### src/rtl/pll_clock_manager.sv
// PLL supervisor: drives RESETB, qualifies a synchronised LOCK, retries on timeout,
// sequences the downstream reset and generates divided one-cycle clock enables.
//
// state      | meaning
// -----------+-----------------------------------------------------------
// PLL_RESET  | pll_resetb held low for PLL_RST_CYCLES cycles
// WAIT_LOCK  | PLL released, waiting up to LOCK_TIMEOUT cycles for lock_s
// STABLE     | lock_s must stay high for LOCK_STABLE consecutive cycles
// HOLD       | lock qualified, sys_reset held for RESET_HOLD more cycles
// RUN        | sys_reset released, strobes active
module pll_clock_manager #(
    parameter int PLL_RST_CYCLES = 4,
    parameter int LOCK_TIMEOUT   = 1024,
    parameter int LOCK_STABLE    = 256,
    parameter int RESET_HOLD     = 16,
    parameter int NUM_STROBES    = 2,
    parameter int DIV_WIDTH      = 16,
    parameter logic [NUM_STROBES*DIV_WIDTH-1:0] STROBE_DIV = {16'd100, 16'd10},
    parameter int CNT_WIDTH      = 8
) (
    input  logic                   clock_in,
    input  logic                   reset,
    input  logic                   pll_locked,
    output logic                   pll_resetb,
    output logic                   sys_reset,
    output logic                   running,
    output logic [NUM_STROBES-1:0] strobe,
    output logic [2:0]             state,
    output logic [CNT_WIDTH-1:0]   loss_count,
    output logic [CNT_WIDTH-1:0]   retry_count
);

    typedef enum logic [2:0] {
        ST_PLL_RESET = 3'd0,
        ST_WAIT_LOCK = 3'd1,
        ST_STABLE    = 3'd2,
        ST_HOLD      = 3'd3,
        ST_RUN       = 3'd4
    } fsm_t;

    function automatic int max_of(input int a, input int b);
        return (a > b) ? a : b;
    endfunction

    localparam int T_MAX = max_of(max_of(PLL_RST_CYCLES, LOCK_TIMEOUT),
                                  max_of(LOCK_STABLE, RESET_HOLD));
    localparam int TMR_W = (T_MAX < 2) ? 1 : $clog2(T_MAX);

    localparam logic [TMR_W-1:0] RST_TC     = TMR_W'(PLL_RST_CYCLES - 1);
    localparam logic [TMR_W-1:0] TIMEOUT_TC = TMR_W'(LOCK_TIMEOUT - 1);
    localparam logic [TMR_W-1:0] STABLE_TC  = TMR_W'(LOCK_STABLE - 1);
    localparam logic [TMR_W-1:0] HOLD_TC    = TMR_W'(RESET_HOLD - 1);

    fsm_t             fsm_q, fsm_d;
    logic [TMR_W-1:0] cyc_q;
    logic             lock_meta, lock_s;
    logic             retry_inc, loss_inc;

    always_comb begin
        fsm_d     = fsm_q;
        retry_inc = 1'b0;
        loss_inc  = 1'b0;
        case (fsm_q)
            ST_PLL_RESET: if (cyc_q == RST_TC) fsm_d = ST_WAIT_LOCK;
            ST_WAIT_LOCK: begin
                // A lock arriving on the timeout cycle takes priority over a retry.
                if (lock_s) begin
                    fsm_d = ST_STABLE;
                end else if (cyc_q == TIMEOUT_TC) begin
                    fsm_d     = ST_PLL_RESET;
                    retry_inc = 1'b1;
                end
            end
            ST_STABLE: begin
                if (!lock_s)                  fsm_d = ST_WAIT_LOCK;
                else if (cyc_q == STABLE_TC)  fsm_d = ST_HOLD;
            end
            ST_HOLD: begin
                if (!lock_s)                  fsm_d = ST_WAIT_LOCK;
                else if (cyc_q == HOLD_TC)    fsm_d = ST_RUN;
            end
            ST_RUN: begin
                if (!lock_s) begin
                    fsm_d    = ST_PLL_RESET;
                    loss_inc = 1'b1;
                end
            end
            default: fsm_d = ST_PLL_RESET;
        endcase
    end

    always_ff @(posedge clock_in) begin
        if (reset) begin
            fsm_q       <= ST_PLL_RESET;
            cyc_q       <= '0;
            lock_meta   <= 1'b0;
            lock_s      <= 1'b0;
            sys_reset   <= 1'b1;
            running     <= 1'b0;
            loss_count  <= '0;
            retry_count <= '0;
        end else begin
            fsm_q     <= fsm_d;
            lock_meta <= pll_locked;
            lock_s    <= lock_meta;
            sys_reset <= (fsm_d != ST_RUN);
            running   <= (fsm_d == ST_RUN);
            // RUN has no timed exit, so the counter idles at zero there.
            if ((fsm_d != fsm_q) || (fsm_q == ST_RUN))
                cyc_q <= '0;
            else
                cyc_q <= cyc_q + 1'b1;
            if (retry_inc && (retry_count != {CNT_WIDTH{1'b1}}))
                retry_count <= retry_count + 1'b1;
            if (loss_inc && (loss_count != {CNT_WIDTH{1'b1}}))
                loss_count <= loss_count + 1'b1;
        end
    end

    assign pll_resetb = (fsm_q != ST_PLL_RESET);
    assign state      = fsm_q;

    for (genvar i = 0; i < NUM_STROBES; i++) begin : g_strobe
        localparam logic [DIV_WIDTH-1:0] DIV    = STROBE_DIV[i*DIV_WIDTH +: DIV_WIDTH];
        // Divisors of 0 or 1 keep the counter at zero, so the channel fires every cycle.
        localparam logic [DIV_WIDTH-1:0] DIV_TC = (DIV <= 1) ? '0 : DIV - 1'b1;

        logic [DIV_WIDTH-1:0] div_cnt;
        logic                 hit;

        assign hit = (div_cnt == DIV_TC);

        always_ff @(posedge clock_in) begin
            if (reset)
                div_cnt <= '0;
            else if ((fsm_q != ST_RUN) || (fsm_d != ST_RUN) || hit)
                div_cnt <= '0;
            else
                div_cnt <= div_cnt + 1'b1;
        end

        assign strobe[i] = (fsm_q == ST_RUN) && hit;
    end

endmodule

### config.mk
export PLATFORM = sky130hd
export DESIGN_NAME = pll_clock_manager
export DESIGN_NICKNAME = d
export VERILOG_FILES = /design/src/rtl/pll_clock_manager.sv
export SDC_FILE = /design/constraint.sdc
export NUM_CORES = 1
export LEC_CHECK = 0
export ABC_AREA = 1
export BUFFER_PORTS_ARGS = -buffer_cell sky130_fd_sc_hd__buf_4
export CORE_MARGIN = 5
export CORE_UTILIZATION = 25
export CTS_CLUSTER_SIZE = 10
export DETAILED_ROUTE_END_ITERATION = 10
export GPL_TIMING_DRIVEN = 0
export PLACE_DENSITY = 0.44
export SLEW_MARGIN = 20
export SYNTH_ARGS = -nofsm -noshare
export SYNTH_HDL_FRONTEND = slang
export SYNTH_SLANG_ARGS = --single-unit
### constraint.sdc
create_clock -name clock_in -period 3.9 [get_ports clock_in]
set_input_delay 0.78 -clock clock_in [delete_from_list [all_inputs] [get_ports clock_in]]
set_output_delay 0.78 -clock clock_in [all_outputs]
set_load 0.02 [all_outputs]
Word-level counts from Yosys, hierarchy flattened --
Cells that the tools add are included.
Word-level totals: output and inout port bits 24, logic and storage cells 58, register bits 65
Cells by class: $add $sub $neg 5, reductions and logical operators 13, muxes and demuxes 14, equal/unequal tests 16
Operators by type and width (count):
- $add 16x1->16 const B | 2
- $mux 3 | 8
- $add 8x1->8 const B | 2
- $eq 16x4->1 const B | 1
- $eq 16x7->1 const B | 1
- $ne 8x8->1 const B | 2
- $pmux 3 s5 | 1
- $add 10x1->10 const B | 1
- $eq 10x10->1 const B | 1
- $eq 10x2->1 const B | 1
- $eq 10x4->1 const B | 1
- $eq 10x8->1 const B | 1
- $eq 3x2->1 const B | 2
- $eq 3x3->1 const B | 2
- $ne 3x3->1 const B | 2
- $reduce_or 2->1 | 3
- $mux 1 | 5
- $logic_and 1x1->1 | 4
- $logic_or 1x1->1 | 4
- $eq 3x1->1 const B | 1
- $logic_not 3->1 | 1
- $ne 3x3->1 | 1
- $reduce_bool 3->1 | 1

Longest topological paths before layout --
Gate-level depths: netlist (run 1).
depth in word-level cells 8, mapped depth 12

Worst setup path after synthesis (run 1) --
No wires, ideal clock.
kind reg-to-output, start reg g_strobe[1].div_cnt[0], end out strobe[1], path slack 1896 ps, stages on the path, launching flop included 8, data arrival time 1224 ps, path through dfxtp_1 > ha_1 > inv_1 > nor2_1 > inv_1 > nor2_1 > nand4_1 > nor2_1
Between the ends: word-level cells in the longest chain between the ends 2
RTL lines:
- start: declaration | RTL line 128 | logic [DIV_WIDTH-1:0] div_cnt;
- start signal: assignment | RTL line 139 | div_cnt <= div_cnt + 1'b1;
- $eq 16x7->1 | RTL line 131 | assign hit = (div_cnt == DIV_TC);
- $logic_and 1x1->1 | RTL line 142 | assign strobe[i] = (fsm_q == ST_RUN) && hit;
- end: declaration | RTL line 27 | output logic [NUM_STROBES-1:0] strobe,
Every way passes these cells.

Worst setup path in the final report (run 1) --
start reg g_strobe[0].div_cnt[0], end out strobe[0]
Between the ends: word-level cells in the longest chain between the ends 2
RTL lines (RTL line):
- start: declaration | 128
- start signal: assignment | 139
- $eq 16x4->1 | 131
- $logic_and 1x1->1 | 142
Every way passes these cells.

==> results of run 1 <==
==> stage by stage <==
step	instance area [um2]	cells	setup slack (ps)	power, mW
floorplan	3130	422	1900	0.758
global placement	3520	615	1730	0.779
detailed placement	3520	615	1710	0.779
CTS	3830	631	1340	1.62
global route	3830	631	1250	1.66
finish	3830	631	1410	1.59
==> cell usage in the layout, fill, tap and decap left out, types with 2 or more instances in the layout <==
| cell type | instances |
|---|---|
| sky130_fd_sc_hd__nand2_1 | 86 |
| sky130_fd_sc_hd__dfxtp_1 | 65 |
| sky130_fd_sc_hd__nor2_1 | 58 |
| sky130_fd_sc_hd__inv_1 | 56 |
| sky130_fd_sc_hd__buf_4 | 25 |
| sky130_fd_sc_hd__nand3_1 | 22 |
| sky130_fd_sc_hd__a21oi_1 | 20 |
| sky130_fd_sc_hd__xor2_1 | 16 |
| sky130_fd_sc_hd__nor3_1 | 14 |
| sky130_fd_sc_hd__nor4_1 | 11 |
| sky130_fd_sc_hd__o21ai_0 | 10 |
| sky130_fd_sc_hd__clkbuf_16 | 9 |
| sky130_fd_sc_hd__xnor2_1 | 8 |
| sky130_fd_sc_hd__a21oi_2 | 8 |
| sky130_fd_sc_hd__nand4_1 | 7 |
| sky130_fd_sc_hd__nor2_2 | 6 |
| sky130_fd_sc_hd__ha_1 | 6 |
| sky130_fd_sc_hd__clkbuf_1 | 5 |
| sky130_fd_sc_hd__nor3b_1 | 5 |
| sky130_fd_sc_hd__or2_2 | 3 |
| sky130_fd_sc_hd__clkbuf_8 | 3 |
| sky130_fd_sc_hd__nand3_2 | 2 |
| sky130_fd_sc_hd__or3_1 | 2 |
| sky130_fd_sc_hd__nand3_4 | 2 |
| sky130_fd_sc_hd__buf_6 | 2 |
| sky130_fd_sc_hd__nor3_2 | 2 |
==> final timing paths <==
check	end	slack (ps)	depth (start not counted)
worst max register to register	loss_count[6]$_SDFFE_PP0P_	1980	10
worst min-delay path	lock_s$_SDFF_PP0_	410	2
worst max-delay path	strobe[0]	1410	5
worst min register to register	lock_s$_SDFF_PP0_	410	2
==> Yosys cell counts <==
master	count	share of area, %
sky130_fd_sc_hd__clkbuf_1	3	0.36
sky130_fd_sc_hd__a21oi_2	8	2.2
sky130_fd_sc_hd__nand2_2	1	0.20
sky130_fd_sc_hd__nor3_2	2	0.64
sky130_fd_sc_hd__nor2_8	1	0.64
sky130_fd_sc_hd__nor2_2	6	1.2
sky130_fd_sc_hd__a31oi_1	1	0.20
sky130_fd_sc_hd__buf_6	2	0.72
sky130_fd_sc_hd__inv_1	56	6.7
sky130_fd_sc_hd__nand3_1	22	3.5
sky130_fd_sc_hd__dfxtp_1	65	42
sky130_fd_sc_hd__o21ai_1	1	0.16
sky130_fd_sc_hd__nand3_2	2	0.64
sky130_fd_sc_hd__a21oi_1	20	3.2
sky130_fd_sc_hd__xnor2_1	8	2.2
sky130_fd_sc_hd__nor2_1	58	7.0
sky130_fd_sc_hd__xor2_1	16	4.5
sky130_fd_sc_hd__or2_2	3	0.60
sky130_fd_sc_hd__nand2_1	86	10
sky130_fd_sc_hd__nand4_1	7	1.4
sky130_fd_sc_hd__o21ai_2	1	0.28
sky130_fd_sc_hd__and3_1	1	0.20
sky130_fd_sc_hd__nor4_1	11	2.2
sky130_fd_sc_hd__inv_2	1	0.12
sky130_fd_sc_hd__nor3_1	14	2.2
sky130_fd_sc_hd__nor3b_1	5	1.2
sky130_fd_sc_hd__buf_2	1	0.16
sky130_fd_sc_hd__ha_1	6	2.4
sky130_fd_sc_hd__or3_1	2	0.40
sky130_fd_sc_hd__o21ai_0	10	1.6
sky130_fd_sc_hd__nand3_4	2	1.1
==> kinds of logic (layout without fill, tap and decap cells) <==
kind of cell / count (synthesis) / in the layout / share of synthesized area, %
buffers and inverters: 63 / 104 / 8.08
and+or+nand+nor: 223 / 223 / 33.5
xor gates and xnor gates: 24 / 24 / 6.72
AOI/OAI and AO/OA: 41 / 41 / 7.68
adders and majority gates: 6 / 6 / 2.40
DFF: 65 / 65 / 41.6
==> critical path: cells and delay by family (launching register included) <==
family                     cells  cell delay, ps
adders and majority gates      1             180
buffers and inverters          1             170
DFF                            1             420
and+or+nand+nor                3             610
==> registers in the layout, summed over array words and instances (netlist names) <==
register	count
running	1
sys_reset	1
g_strobe.div_cnt	32
lock_s	1
cyc_q	10
loss_count	8
retry_count	8
lock_meta	1
state	3
==> routing by layer <==
metal | share of wire, % | GRT usage, % | wire (um)
met4 | 1.6 | 3.78 | 107
met5 | 0 | 0 | 0
met2 | 44 | 14.5 | 2830
met1 | 50 | 11.8 | 3220
met3 | 5.2 | 3.25 | 336
==> power breakdown <==
group          switching, mW  internal, mW
logic                 0.0456        0.0267
clock network          0.276         0.546
registers             0.0119         0.679
total                  0.334          1.25
==> area by class of cell <==
type / instances / area share [%]
buffer: 6 / 1.01
sequential: 65 / 33.9
tap: 168 / 5.48
inverter: 57 / 5.58
clock inverter: 2 / 0.914
multi-input combinational: 294 / 41.0
clock buffer: 14 / 7.15
timing repair buffer: 25 / 4.90
==> results.sh, run 1 <==
export IMPL_run_status="finished, final reports clean"
export IMPL_drt_vias_per_instance=4.19
export IMPL_area_occupied_by_registers_um2=1300
export IMPL_worst_endpoint_required_ps=3120
export IMPL_start_util_pct=25.8
export IMPL_critical_path_max_stage_delay_ps=420
export IMPL_synth_area_per_cell_um2=7.41
export IMPL_antenna_cells_inserted=0
export IMPL_area_growth_pct=22.6
export IMPL_cp_cell_sequence="ha_1, nor3b_1, nand4_1, nor2_1, buf_4"
export IMPL_grt_remaining_overflow=0
export IMPL_clockRootBuffer="sky130_fd_sc_hd__clkbuf_16"
export IMPL_worstReg2RegStart="loss_count[1]$_SDFFE_PP0P_"
export IMPL_count_of_input_and_output_buffers=25
export IMPL_buffers_inserted_by_post_cts_timing_repair=0
export IMPL_maxCapViolations=0
export IMPL_clock_skew_ps=5.84
export IMPL_layout_min_cycle_time_ps=2490
export IMPL_hold_violations=0
export IMPL_die_height_um=122
export IMPL_vias=2643
export IMPL_vias_in_the_first_global_route=2435
export IMPL_layout_core_utilization_pct=31.7
export IMPL_timing_setup_tns_ps=0
export IMPL_die_width_um=122
export IMPL_worst_ir_drop_vdd_v=0.000165
export IMPL_timing_critical_path_from_type="flip-flop"
export IMPL_cp_arrival_ps=1710
export IMPL_core_area_um2=12100
export IMPL_cpMaxStageDelayCell="sky130_fd_sc_hd__dfxtp_1"
export IMPL_worst_setup_hold_path_clk_slew_ps=50
export IMPL_syn_instance_count=422
export IMPL_worstSetupStartpoint="g_strobe[0].div_cnt[0]$_SDFF_PP0_"
export IMPL_worst_hold_slack_ps=406
export IMPL_fin_nets=467
export IMPL_die_area_um2=14800
export IMPL_period_share_pct=63.9
export IMPL_slew_headroom_pct=60.4
export IMPL_route_antenna_remaining_nets=0
export IMPL_antenna_violations_before_repair=0
export IMPL_fmaxAchievable_mhz=401
export IMPL_endpoint_kind="output pin"
export IMPL_floorplan_io_pins=27
export IMPL_grt_start_max_net_pins=11
export IMPL_tritoncts_num_sinks=65
export IMPL_timing_critical_path_fanout_max=5
export IMPL_wl_per_cell_um=10.3
export IMPL_clock_latency_on_the_worst_skew_pair_ps=330
export IMPL_syn_nets=431
export IMPL_cts_hold_buffers=0
export IMPL_setup_repair_after_global_routing_missed_its_margin="no"
export IMPL_worstHoldStart="lock_meta$_SDFF_PP0_"
export IMPL_floorplan_rows=40
export IMPL_detail_route_drc_violations=0
export IMPL_synth_seq_area_share_pct=41.6
export IMPL_globalplace_congestion=0.801
export IMPL_ys_warnings_count=0
export IMPL_globalRouteTotalUtil_pct=9.36
export IMPL_firstDrtPassIters=5
export IMPL_n_fill_cell=1321
export IMPL_synthDistinctLibCells=31
export IMPL_power_leakage_nw=1.37
export IMPL_htreeDepth=3
export IMPL_report_final_setup_viol=0
export IMPL_power_per_cell_area_nw_per_um2=414
export IMPL_tritoncts_num_buffers=9
export IMPL_postCtsResizedCells=0
export IMPL_post_synth_instance_area_um2=3130
export IMPL_clock_tree_from_tritoncts="built"
export IMPL_drt_total_wl_mm=6.50
export IMPL_tightestPinTransition_ps=589
export IMPL_ys_seq_elements=65
export IMPL_ctsLongestPathBuffers=2
export IMPL_worst_hold_class="flip-flop to flip-flop"
export IMPL_drt_iter0_markers=123
export IMPL_dp_hpwl_mm=4.85
export IMPL_worst_setup_path_type="flip-flop to output pin"
export IMPL_final_layout_size_suffix_gt1_share_pct=14.9
export IMPL_final_max_slew_viol_count=0
export IMPL_multiInputGateArea_um2=1570
export IMPL_global_route_wire_length_before_repair_mm=11.2
No activity file was read; power rests on OpenSTA's default activity.
==> run 2: changes to the inputs <==
Clock period 3.9 ns to 2.3 ns, I/O delays scaled along.
==> run 2 against run 1 <==
Sequential share of layout area down 0.066 points; clock power up 69%; clock-buffer cell count unchanged; critical path type unchanged; critical endpoint unchanged; largest cell class unchanged; largest power group unchanged.
==> results.sh, run 2 (synthesis gave the netlist of run 1 again) <==
export IMPL_die_width_um=122
export IMPL_clockRootBuffer="sky130_fd_sc_hd__clkbuf_16"
export IMPL_worst_hold_slack_ps=355
export IMPL_die_area_um2=14800
export IMPL_wl_per_cell_um=10.2
export IMPL_largest_reg_flops=32
export IMPL_timing_critical_path_from_type="flip-flop"
export IMPL_endpoint_kind="output pin"
export IMPL_layout_common_cells="sky130_fd_sc_hd__nand2_1 (86), sky130_fd_sc_hd__dfxtp_1 (65), sky130_fd_sc_hd__nor2_1 (58)"
export IMPL_worst_case_reg_to_reg_path_depth=10
export IMPL_worst_setup_path_type="flip-flop to output pin"
export IMPL_detailedPlace_worstSlack_ps=366
export IMPL_timing_critical_path_fanout_max=5
export IMPL_setup_reg_to_reg_worst_slack_ps=380
export IMPL_tritoncts_num_sinks=65
export IMPL_route_antenna_remaining_nets=0
export IMPL_n_fill_cell=1321
export IMPL_drt_total_wl_mm=6.46
export IMPL_met3_length_um=304
export IMPL_reg_largest_list="g_strobe.div_cnt x32, cyc_q x10"
export IMPL_area_growth_pct=22.8
export IMPL_vias_in_the_first_global_route=2435
export IMPL_cp_cell_sequence="ha_1, nor3b_1, nand4_1, nor2_1, buf_4"
export IMPL_layout_min_cycle_time_ps=2160
export IMPL_tritoncts_num_buffers=9
export IMPL_report_final_setup_viol=0
export IMPL_fmaxAchievable_mhz=463
export IMPL_run_status="finished, final reports clean"
export IMPL_cp_arrival_ps=1700
export IMPL_clock_tree_from_tritoncts="built"
export IMPL_clock_skew_ps=5.75
export IMPL_multiInputGateArea_um2=1570
export IMPL_buffers_inserted_by_post_cts_timing_repair=0
export IMPL_period_share_pct=93.8
export IMPL_die_height_um=122
export IMPL_layout_commonest_cell="sky130_fd_sc_hd__nand2_1"
export IMPL_drt_iter0_markers=128
export IMPL_detail_route_drc_violations=0
export IMPL_floorplan_io_pins=27
export IMPL_vias=2644
export IMPL_globalplace_congestion=0.801
export IMPL_cts_hold_buffers=0
export IMPL_worst_endpoint_required_ps=1840
export IMPL_ctsLongestPathBuffers=2
export IMPL_floorplan_rows=40
export IMPL_whs_path_depth=3
export IMPL_power_per_cell_area_nw_per_um2=698
export IMPL_worst_slack_setup_final_ps=142
export IMPL_postCtsResizedCells=0
export IMPL_hold_violations=0
export IMPL_worst_setup_hold_path_clk_slew_ps=50
export IMPL_firstDrtPassIters=4
export IMPL_antenna_cells_inserted=0
export IMPL_critical_path_max_stage_delay_ps=410
export IMPL_dp_hpwl_mm=4.85
export IMPL_core_area_um2=12100
export IMPL_global_route_wire_length_before_repair_mm=11.2
export IMPL_setup_repair_after_global_routing_missed_its_margin="no"
export IMPL_globalRouteTotalUtil_pct=9.36
export IMPL_met2_length_mm=2.86
export IMPL_worst_ir_drop_vdd_v=0.000279
export IMPL_grt_start_max_net_pins=11
export IMPL_maxCapViolations=0
export IMPL_m1WireLength_mm=3.20
export IMPL_register_with_the_most_flip_flops="g_strobe.div_cnt"
export IMPL_cpMaxStageDelayCell="sky130_fd_sc_hd__dfxtp_1"
export IMPL_htreeDepth=3
export IMPL_grt_remaining_overflow=0
export IMPL_final_max_slew_viol_count=0
export IMPL_count_of_input_and_output_buffers=25
export IMPL_totalPowerFinal_mw=2.68
export IMPL_top_layer_used="met4"
export IMPL_power_leakage_nw=1.37
export IMPL_clock_latency_on_the_worst_skew_pair_ps=320
export IMPL_start_util_pct=25.8
export IMPL_antenna_violations_before_repair=0
export IMPL_timing_setup_tns_ps=0
export IMPL_tightestPinTransition_ps=589
export IMPL_fin_nets=468
export IMPL_area_occupied_by_registers_um2=1300
export IMPL_drt_vias_per_instance=4.18
export IMPL_slew_headroom_pct=60.5
export IMPL_worst_hold_class="input pin to flip-flop"
export IMPL_final_layout_size_suffix_gt1_share_pct=15.1
## run 2: path summary, 6_finish.rpt
kind                                      from                         end
min                                 pll_locked        lock_meta$_SDFF_PP0_
min reg2reg               lock_meta$_SDFF_PP0_           lock_s$_SDFF_PP0_
max reg2reg         loss_count[1]$_SDFFE_PP0P_  loss_count[6]$_SDFFE_PP0P_
max          g_strobe[0].div_cnt[0]$_SDFF_PP0_                   strobe[0]
## run 2: critical path: cells and delay by family (launching register included)
family                   cells  cell delay [ps]
adder cells (fa/ha/maj)      1              180
buffers and inverters        1              170
flip-flops                   1              410
AND/OR/NAND/NOR              3              610
## run 2: final cells by class
class / instances / area share [%]
plain buffers: 6 / 1.01
clock buffers: 14 / 7.13
clock inverters: 2 / 0.912
inverters: 57 / 5.57
multi-input cells: 294 / 40.9
flip-flops and latches: 65 / 33.9
well taps: 168 / 5.47
repair buffers: 26 / 5.08
## run 2: layer usage
layer	vias up	track usage [%]
li1	1424	-
met1	1176	11.8
met2	37	14.5
met3	7	3.25
met4	0	3.78
met5	-	0
## run 2: per-stage QoR
| stage | utilization, % | area [um2] | instances |
|---|---|---|---|
| final | 31.7 | 3840 | 632 |
| after global routing | 31.7 | 3840 | 632 |
| after CTS | 31.7 | 3830 | 631 |
| after detailed placement | 29.1 | 3520 | 615 |
| after global placement | 29.1 | 3520 | 615 |
| after floorplan | - | 3130 | 422 |
## run 2: power by group
group          leakage, nW  total, mW  internal [mW]  switching [mW]
sequential           0.524       1.17           1.15          0.0203
combinational        0.697      0.123         0.0453          0.0773
clock                0.153       1.39          0.926           0.462
total                 1.37       2.68           2.12           0.560
==> run 3: changes to the inputs <==
Settings changed: BUFFER_PORTS_ARGS -buffer_cell sky130_fd_sc_hd__buf_4 to -buffer_cell sky130_fd_sc_hd__buf_2.
==> run 3 against run 2 <==
Core utilization fell by 0.50 points; combinational power down 4%; sequential share of layout area up 0.54 points; clock-buffer cell count stayed put; sequential cell count stayed put; setup slack improved by 21 ps; non-clock buffer count unchanged; cell count is the same; critical path type unchanged; largest power group unchanged.
==> results.sh, run 3 (synthesis gave the netlist of run 1 again) <==
export IMPL_run_status="finished, final reports clean"
export IMPL_floorplan_io_pins=27
export IMPL_floorplan_rows=40
export IMPL_endpoint_kind="output pin"
export IMPL_setup_reg_to_reg_worst_slack_ps=350
export IMPL_final_layout_size_suffix_gt1_share_pct=15.3
export IMPL_multiInputGateArea_um2=1580
export IMPL_fmaxAchievable_mhz=468
export IMPL_worst_setup_hold_path_clk_slew_ps=50
export IMPL_drt_iter0_markers=123
export IMPL_n_fill_cell=1336
export IMPL_vias=2658
export IMPL_power_net_switching_mw=0.574
export IMPL_worstReg2RegStart="loss_count[1]$_SDFFE_PP0P_"
export IMPL_wl_per_cell_um=10.6
export IMPL_hold_violations=0
export IMPL_power_frac_comb_pct=4.4
export IMPL_report_final_setup_viol=0
export IMPL_crit_buf_inv=3
export IMPL_globalplace_congestion=0.789
export IMPL_timing_setup_tns_ps=0
export IMPL_start_util_pct=25.8
export IMPL_worst_case_reg_to_reg_path_depth=10
export IMPL_worst_setup_path_type="flip-flop to output pin"
export IMPL_vias_in_the_first_global_route=2391
export IMPL_setup_repair_after_global_routing_missed_its_margin="no"
export IMPL_grt_remaining_overflow=0
export IMPL_cp_cell_sequence="ha_1, inv_1, nor2_1, inv_1, nor2_1, nand4_1, nor2_1, buf_2"
export IMPL_worst_path_dominant_cell_family="simple AND/OR/NAND/NOR gates"
export IMPL_cell_with_the_most_instances_on_the_worst_path="sky130_fd_sc_hd__nor2_1"
export IMPL_worst_r2r_endpoint="loss_count[6]$_SDFFE_PP0P_"
export IMPL_clock_latency_on_the_worst_skew_pair_ps=330
export IMPL_tritoncts_num_buffers=9
export IMPL_core_area_um2=12100
export IMPL_worst_ir_drop_vdd_v=0.000375
export IMPL_layout_common_cells="sky130_fd_sc_hd__nand2_1 (86), sky130_fd_sc_hd__dfxtp_1 (65), sky130_fd_sc_hd__nor2_1 (57)"
export IMPL_maxCapViolations=0
export IMPL_power_switching_share_pct=21.3
export IMPL_die_width_um=122
export IMPL_detailedPlace_worstSlack_ps=341
export IMPL_route_antenna_remaining_nets=0
export IMPL_tritoncts_num_sinks=65
export IMPL_slew_headroom_pct=58.3
export IMPL_drt_total_wl_mm=6.68
export IMPL_register_with_the_most_flip_flops="g_strobe.div_cnt"
export IMPL_worstHoldStart="pll_locked"
export IMPL_period_share_pct=92.9
export IMPL_layout_min_cycle_time_ps=2140
export IMPL_htreeDepth=3
export IMPL_die_height_um=122
export IMPL_globalRouteTotalUtil_pct=9.52
export IMPL_area_growth_pct=20.9
export IMPL_count_of_input_and_output_buffers=25
export IMPL_cell_internal_pwr_mw=2.12
export IMPL_fin_nets=468
export IMPL_antenna_cells_inserted=0
export IMPL_cts_hold_buffers=0
export IMPL_layout_commonest_cell="sky130_fd_sc_hd__nand2_1"
export IMPL_cpMaxStageDelayCell="sky130_fd_sc_hd__dfxtp_1"
export IMPL_detail_route_drc_violations=0
export IMPL_timing_critical_path_from_type="flip-flop"
export IMPL_timing_critical_path_fanout_max=4
export IMPL_antenna_violations_before_repair=0
export IMPL_power_leakage_nw=1.37
export IMPL_reg_largest_list="g_strobe.div_cnt x32, cyc_q x10"
export IMPL_whs_path_depth=3
export IMPL_placed_area_um2=3460
export IMPL_worst_hold_slack_ps=335
export IMPL_firstDrtPassIters=4
export IMPL_drt_vias_per_instance=4.21
export IMPL_area_occupied_by_registers_um2=1300
export IMPL_clock_skew_ps=5.36
export IMPL_global_route_wire_length_before_repair_mm=11.3
export IMPL_clock_tree_from_tritoncts="built"
export IMPL_final_max_slew_viol_count=0
export IMPL_power_clock_fraction_pct=52.1
export IMPL_clockRootBuffer="sky130_fd_sc_hd__clkbuf_16"
export IMPL_holdPathEnd="lock_meta$_SDFF_PP0_"
export IMPL_stdcell_area_um2=3780
export IMPL_grt_start_max_net_pins=11
export IMPL_worst_endpoint_required_ps=1840
export IMPL_die_area_um2=14800
export IMPL_cp_arrival_ps=1680
export IMPL_power_per_cell_area_nw_per_um2=712
export IMPL_worst_hold_class="input pin to flip-flop"
export IMPL_ctsLongestPathBuffers=2
export IMPL_critical_path_max_stage_delay_ps=380
export IMPL_dp_hpwl_mm=4.94
export IMPL_largest_reg_flops=32
export IMPL_worst_slack_setup_final_ps=162
export IMPL_tightestPinTransition_ps=620
export IMPL_pwr_share_seq_pct=43.5
run 3: per-layer routing:
layer	global-route usage (%)	wire, um	up-vias	part of all wire, %
met5	0	0	-	0
met4	3.99	123	0	1.8
met3	3.48	339	9	5.1
met2	14.6	2940	35	44
met1	12.1	3280	1185	49
li1	-	-	1429	-
run 3: layout make-up:
type	instances	area share, %
repair buffers	26	3.51
clock inverters	2	0.927
clock buffers	14	7.25
plain buffers	6	1.03
well taps	168	5.56
inverters	57	5.66
multi-input cells	294	41.7
flip-flops and latches	65	34.4
run 3: worst max path at each step:
stage	from	to	cells after the start
floorplan	loss_count[1]$_SDFFE_PP0P_	loss_count[6]$_SDFFE_PP0P_	10
global placement	loss_count[1]$_SDFFE_PP0P_	loss_count[6]$_SDFFE_PP0P_	10
detailed placement	loss_count[1]$_SDFFE_PP0P_	loss_count[6]$_SDFFE_PP0P_	10
CTS	g_strobe[0].div_cnt[3]$_SDFF_PP0_	strobe[0]	5
global route	g_strobe[1].div_cnt[0]$_SDFF_PP0_	strobe[1]	8
finish	g_strobe[1].div_cnt[0]$_SDFF_PP0_	strobe[1]	8
run 3: worst register-to-register path, stage by stage, from the launching register on:
cell                      delay [ps]
sky130_fd_sc_hd__dfxtp_1         400
sky130_fd_sc_hd__ha_1            230
sky130_fd_sc_hd__inv_1            60
sky130_fd_sc_hd__nor4_1          330
sky130_fd_sc_hd__nand3_1         120
sky130_fd_sc_hd__nand2_1         250
sky130_fd_sc_hd__inv_1           200
sky130_fd_sc_hd__nand2_1         110
sky130_fd_sc_hd__nand2_1          50
sky130_fd_sc_hd__nand2_1          50
sky130_fd_sc_hd__nor2_1           40
run 3: power by group through the flow:
stage | logic [mW] | registers [mW] | clock network, mW
final | 0.118 | 1.17 | 1.40
after global routing | 0.136 | 1.17 | 1.51
after CTS | 0.123 | 1.17 | 1.46
after detailed placement | 0.123 | 1.20 | 0
after global placement | 0.122 | 1.19 | 0
after floorplan | 0.0910 | 1.19 | 0
run 3: through the flow:
step	std cells	total power, mW	utilization (%)
global route	632	2.82	31.2
CTS	631	2.76	31.1
floorplan	422	1.29	-
finish	632	2.69	31.2
detailed placement	615	1.32	28.6
global placement	615	1.32	28.6
run 3: repair_timing:
action                     4_1_cts  5_1_grt
setup buffers                    0        1
hold endpoints to repair         0        0
gates resized for setup          0        1
setup endpoints to repair        0        1
